<file path="config.mk">
export PLATFORM = sky130hd
export DESIGN_NAME = calc_input_sequencer
export DESIGN_NICKNAME = d
export VERILOG_FILES = /design/src/rtl/calc_input_sequencer.sv
export SDC_FILE = /design/constraint.sdc
export NUM_CORES = 1
export LEC_CHECK = 0
export CAP_MARGIN = 10
export CORE_UTILIZATION = 48
export DETAILED_ROUTE_END_ITERATION = 12
export PLACE_DENSITY_LB_ADDON = 0.15
export SYNTH_ARGS = -nofsm -noshare
export SYNTH_HDL_FRONTEND = slang
export SYNTH_SLANG_ARGS = --single-unit
</file>
<file path="constraint.sdc">
create_clock -name clk -period 5.2 [get_ports clk]
set_clock_uncertainty 0.2 [all_clocks]
set_input_delay 1.04 -clock clk [delete_from_list [all_inputs] [get_ports clk]]
set_output_delay 1.04 -clock clk [all_outputs]
set_load 0.03 [all_outputs]
</file>
<file path="src/rtl/calc_input_sequencer.sv">
// Operand/opcode entry sequencer for the switch-entry ALU calculator.
// Captures OpA, OpB and OpCode on Enter edges, steps back on Undo edges, and drives the display select.
module calc_input_sequencer #(
  parameter int WIDTH = 16,
  parameter int OPW   = 2
) (
  input  logic             clk,
  input  logic             reset_n,
  input  logic [WIDTH-1:0] DataIn,
  input  logic             Enter,
  input  logic             Undo,
  output logic [WIDTH-1:0] OpA,
  output logic [WIDTH-1:0] OpB,
  output logic [OPW-1:0]   OpCode,
  output logic             LoadOpA,
  output logic             LoadOpB,
  output logic             LoadOpCode,
  output logic             ToDisplaySel,
  output logic [2:0]       State
);

  localparam logic [2:0] WAIT_OPA    = 3'd0;
  localparam logic [2:0] LOAD_OPA    = 3'd1;
  localparam logic [2:0] WAIT_OPB    = 3'd2;
  localparam logic [2:0] LOAD_OPB    = 3'd3;
  localparam logic [2:0] WAIT_OP     = 3'd4;
  localparam logic [2:0] LOAD_OP     = 3'd5;
  localparam logic [2:0] SHOW_RESULT = 3'd6;

  logic       enter_q;
  logic       undo_q;
  logic       enter_edge;
  logic       undo_edge;
  logic       press;
  logic [2:0] state_nx;
  logic       cap_a;
  logic       cap_b;
  logic       cap_op;

  assign enter_edge = Enter & ~enter_q;
  assign undo_edge  = Undo & ~undo_q;
  // Undo has priority over Enter when both rise together.
  assign press      = enter_edge & ~undo_edge;

  assign cap_a  = (State == WAIT_OPA) & press;
  assign cap_b  = (State == WAIT_OPB) & press;
  assign cap_op = (State == WAIT_OP)  & press;

  always_comb begin
    state_nx = State;
    case (State)
      WAIT_OPA:    if (press) state_nx = LOAD_OPA;
      LOAD_OPA:    state_nx = WAIT_OPB;
      WAIT_OPB: begin
        if (undo_edge)  state_nx = WAIT_OPA;
        else if (press) state_nx = LOAD_OPB;
      end
      LOAD_OPB:    state_nx = WAIT_OP;
      WAIT_OP: begin
        if (undo_edge)  state_nx = WAIT_OPB;
        else if (press) state_nx = LOAD_OP;
      end
      LOAD_OP:     state_nx = SHOW_RESULT;
      SHOW_RESULT: begin
        if (undo_edge)  state_nx = WAIT_OP;
        else if (press) state_nx = WAIT_OPA;
      end
      default:     state_nx = WAIT_OPA;
    endcase
  end

  // Moore outputs are registered from the next state so they change with State, glitch-free.
  always_ff @(posedge clk or negedge reset_n) begin
    if (!reset_n) begin
      enter_q      <= 1'b1;
      undo_q       <= 1'b1;
      State        <= WAIT_OPA;
      OpA          <= '0;
      OpB          <= '0;
      OpCode       <= '0;
      LoadOpA      <= 1'b0;
      LoadOpB      <= 1'b0;
      LoadOpCode   <= 1'b0;
      ToDisplaySel <= 1'b0;
    end else begin
      enter_q      <= Enter;
      undo_q       <= Undo;
      State        <= state_nx;
      LoadOpA      <= (state_nx == LOAD_OPA);
      LoadOpB      <= (state_nx == LOAD_OPB);
      LoadOpCode   <= (state_nx == LOAD_OP);
      ToDisplaySel <= (state_nx == SHOW_RESULT);
      if (cap_a)  OpA    <= DataIn;
      if (cap_b)  OpB    <= DataIn;
      if (cap_op) OpCode <= DataIn[OPW-1:0];
    end
  end

endmodule

</file>
# Word level (Yosys, flattened, before mapping)
# Cells that the tools add are included.
# Widths: inputs -> output; s select.
[totals] latch_bits=0 mem_bits_ro=0 mem_count=0 inputBits=20 regBits=43 ramBits=0 wordCells=38
[op_classes] bitwise=9 n_shift=0 muxes=8 eq_ne=10 magnitude_cmp=0 n_mul=0 div=0 add_sub_neg=0 n_reduce_logical=1
[ops] op="$mux 3" count=7
[ops] op="$pmux 3 s7" count=1
[ops] op="$eq 3x3->1 const B" count=5
[ops] op="$eq 3x2->1 const B" count=3
[ops] op="$and 1x1->1" count=6
[ops] op="$eq 3x1->1 const B" count=2
[ops] op="$logic_not 3->1" count=1
[ops] op="$not 1->1" count=3

# Longest topological paths before layout
[logic_depth] ltp_word=8 depth_mapped=5 mapped_depth_nobuf=3

# Worst setup path after synthesis
# OpenSTA, ideal clock, no wires.
[synth_path] path_type="input-to-reg" startpoint="input port Undo" endpoint="register OpA[10]" arrival_time_ns=2.150 stages=4 path_buffers=1 setup_slack_ns=2.725 cell_sequence="nor2b_4 > nor4b_4 > buf_6 > mux2_4"
[synth_via] elab_chain_len=4
[synth_lines] item="from (decl)" line="11" text="input logic Undo,"
[synth_lines] item="$and 1x1->1" line="41" text="assign undo_edge = Undo & ~undo_q;"
[synth_lines] item="$not 1->1" line="43" text="assign press = enter_edge & ~undo_edge;"
[synth_lines] item="$and 1x1->1" line="43"
[synth_lines] item="$and 1x1->1" line="45" text="assign cap_a = (State == WAIT_OPA) & press;"
[synth_lines] item="to (signal assigned)" line="93" text="if (cap_a) OpA <= DataIn;"
[synth_lines] item="to (decl)" line="12" text="output logic [WIDTH-1:0] OpA,"
# No other way between the ends.
# A chain may end at the register's enable or synchronous reset.

# Worst setup path in the final report
[layout_path] startpoint="register State[0]" endpoint="output port State[0]"
[layout_rtl] item="from (decl)" line="19" text="output logic [2:0] State"
[layout_rtl] item="from (signal assigned)" line="88" text="State <= state_nx;"
# No word-level cell between the ends.

==> reports/qor.yml <==
run_status:
  status: "completed"
logic_synthesis:
  postSynth.asyncResetShare_pct: 100
  seq_area_frac_synth_pct: 62.0
  synthFlopType: "dfrtp_1"
  yosysTopAreaCell: "dfrtp_1"
  synth-edff-count: 0
  synth_most_common_cell: "dfrtp_1"
  syn_area_mm2: 0.00174
  yosysWarningCount: 0
  synth.distinct_cells: 25
  ys_seq_elements: 43
  avgSynthCellArea_um2: 16.7
  synth_nets: 124
  synth_top_cell_area_share_pct: 59.0
  syn_inst: 104
  synth_common_cells: "dfrtp_1, mux2_2, mux2_4"
  synth.area.top_cells: "dfrtp_1, mux2_2, mux2_4"
clocking:
  cts-resized-gates: 0
  cts.path.max_buffers: 2
  cts_setup_buffers: 0
  cts.sinks: 43
  cts_made_buffers: 5
  htreeDepth: 2
  cts-root-buf: "clkbuf_4"
  tritoncts: "done"
  clkLatencyLatePin_ns: 0.35
  path_clk_slew_ns: 0.12
  cts_hold_buf: 0
grt:
  gr-total-overflow: 0
  grt_pass1_wl_um: 5420
  grt_max_degree: 44
  grt_use_total_pct: 18.5
  grt_pass1_vias: 1121
  antenna_found_initial: 0
sta:
  period_share_pct: 56.7
  period_minus_slack_ns: 2.95
  timing.slew.headroom_pct: 38.7
  rsz0062_at_grt: "false"
  fin_hold_ws_ns: 0.317
  setup_viol: 0
  max_freq_mhz: 339
  hold_violations: 0
  fin_tns_setup_ns: 0
  report.final.slew_viol_count: 0
  tightestPinTransition_ns: 0.919
power:
  power_w: 0.00155
  p_leak_nw: 1.07
  max-vdd-ir-drop_mv: 0.309
  p_per_area_mw_per_mm2: 645
floorplan:
  fp.dieH_um: 62.2
  die_width_um: 62.2
  core-area_mm2: 0.00342
  start_util_pct: 50.9
  num_rows: 21
  ioPinCount: 61
  die-area_mm2: 0.00387
critical_path:
  cp_max_fo: 10
  max_stage_delay_ns: 0.75
  worst_setup_path_start_kind: "flop"
  crit_required_ns: 3.96
  worstPathCellList: "clkdlybuf4s50_1"
  worstPathArrival_ns: 1.71
  cp_slowest_cell: "clkdlybuf4s50_1"
  cp-end-kind: "output port"
  path_buf_inv: 1
  critPathTopFamily: "buffers and inverters"
  critPathKind: "reg2out"
finish:
  nets: 188
  seqCellArea_mm2: 0.00108
  multi_input_area_um2: 612
  diodes: 0
  final_cells: 215
  area_growth_pct: 38.4
  drive_gt1_share_pct: 30.8
  fillers: 248
placed_design:
  io_buffer_count: 60
  place.detailed.hpwl_um: 2300
  placed_cells: 207
  gp_congestion: 0.694
route:
  ant_nets: 0
  post_drt_via_cell_ratio: 4.99
  drc: 0
  drtIter0Drc: 34
  drtPass1Iterations: 4
  drt_wl_total_um: 3250
  wl_per_cell_um: 15.1
  via_count: 1072
job:
  maxCapViolCount: 0
hold_path:
  hp-class: "reg2reg"
-- sequential cells by signal (all words and copies together), names as in the netlist --
register and count:
LoadOpA 1, LoadOpB 1, LoadOpCode 1, OpA 16, OpB 16, OpCode 2, State 3, ToDisplaySel 1
enter_q 1, undo_q 1
-- routing by layer --
layer | vias up | global-route usage [%] | wire, um
li1 | 497 | - | -
met1 | 534 | 22.8 | 1470
met2 | 36 | 29.8 | 1570
met3 | 5 | 4.96 | 168
met4 | 0 | 9.59 | 36
met5 | - | 0 | 0
-- final cells by class --
class	instances	area share, %
Tap cell	46	2.39
Sequential cell	43	44.8
Clock inverter	3	0.624
Multi-Input combinational cell	56	25.4
Inverter	1	0.156
Timing Repair Buffer	61	25.1
Clock buffer	5	1.56
-- final timing paths --
check / endpoint / start / slack, ns / cells past startpoint
setup reg to reg: OpB[9] / undo_q / 3.33 / 3
max in group asynchronous: OpA[5] / reset_n / 3.62 / 1
setup / recovery: State[0] / State[0] / 2.25 / 1
hold / removal: OpB[14] / OpB[14] / 0.32 / 1
min in group asynchronous: OpB[7] / reset_n / 0.61 / 1
hold reg to reg: OpB[14] / OpB[14] / 0.32 / 1
-- power breakdown --
| group | internal [W] | total [W] | switching (W) |
|---|---|---|---|
| logic | 0.000403 | 0.000828 | 0.000425 |
| clock network | 0.0000504 | 0.000155 | 0.000104 |
| registers | 0.000478 | 0.000569 | 0.0000906 |
-- metrics by stage --
| stage | utilization, % | setup WS, ns | cell area [um2] |
|---|---|---|---|
| 2_1_floorplan | - | 2.72 | 1740 |
| 3_3_place_gp | 68.9 | 2.34 | 2350 |
| 3_5_place_dp | 68.9 | 2.29 | 2350 |
| 4_1_cts | 70.5 | 2.24 | 2410 |
| 5_1_grt | 70.5 | 2.18 | 2410 |
| 6_report | 70.5 | 2.25 | 2410 |
-- cell usage in the layout (no fill, tap or decap), types with 2 or more instances in the layout --
master and count:
dfstp_2 2, mux2_4 9, clkdlybuf4s50_1 59, dfrtp_1 41
a21oi_1 2, clkinv_2 3, clkbuf_4 5, nand2b_1 3
mux2_2 25
-- kinds of logic after synthesis --
kind of cell    share of synthesized area [%]
mux                                      24.0
flops                                    62.0
buf+inv                                  2.81
simple gates                             8.42
compound gates                           2.81
No activity file was read; power rests on OpenSTA's default activity.
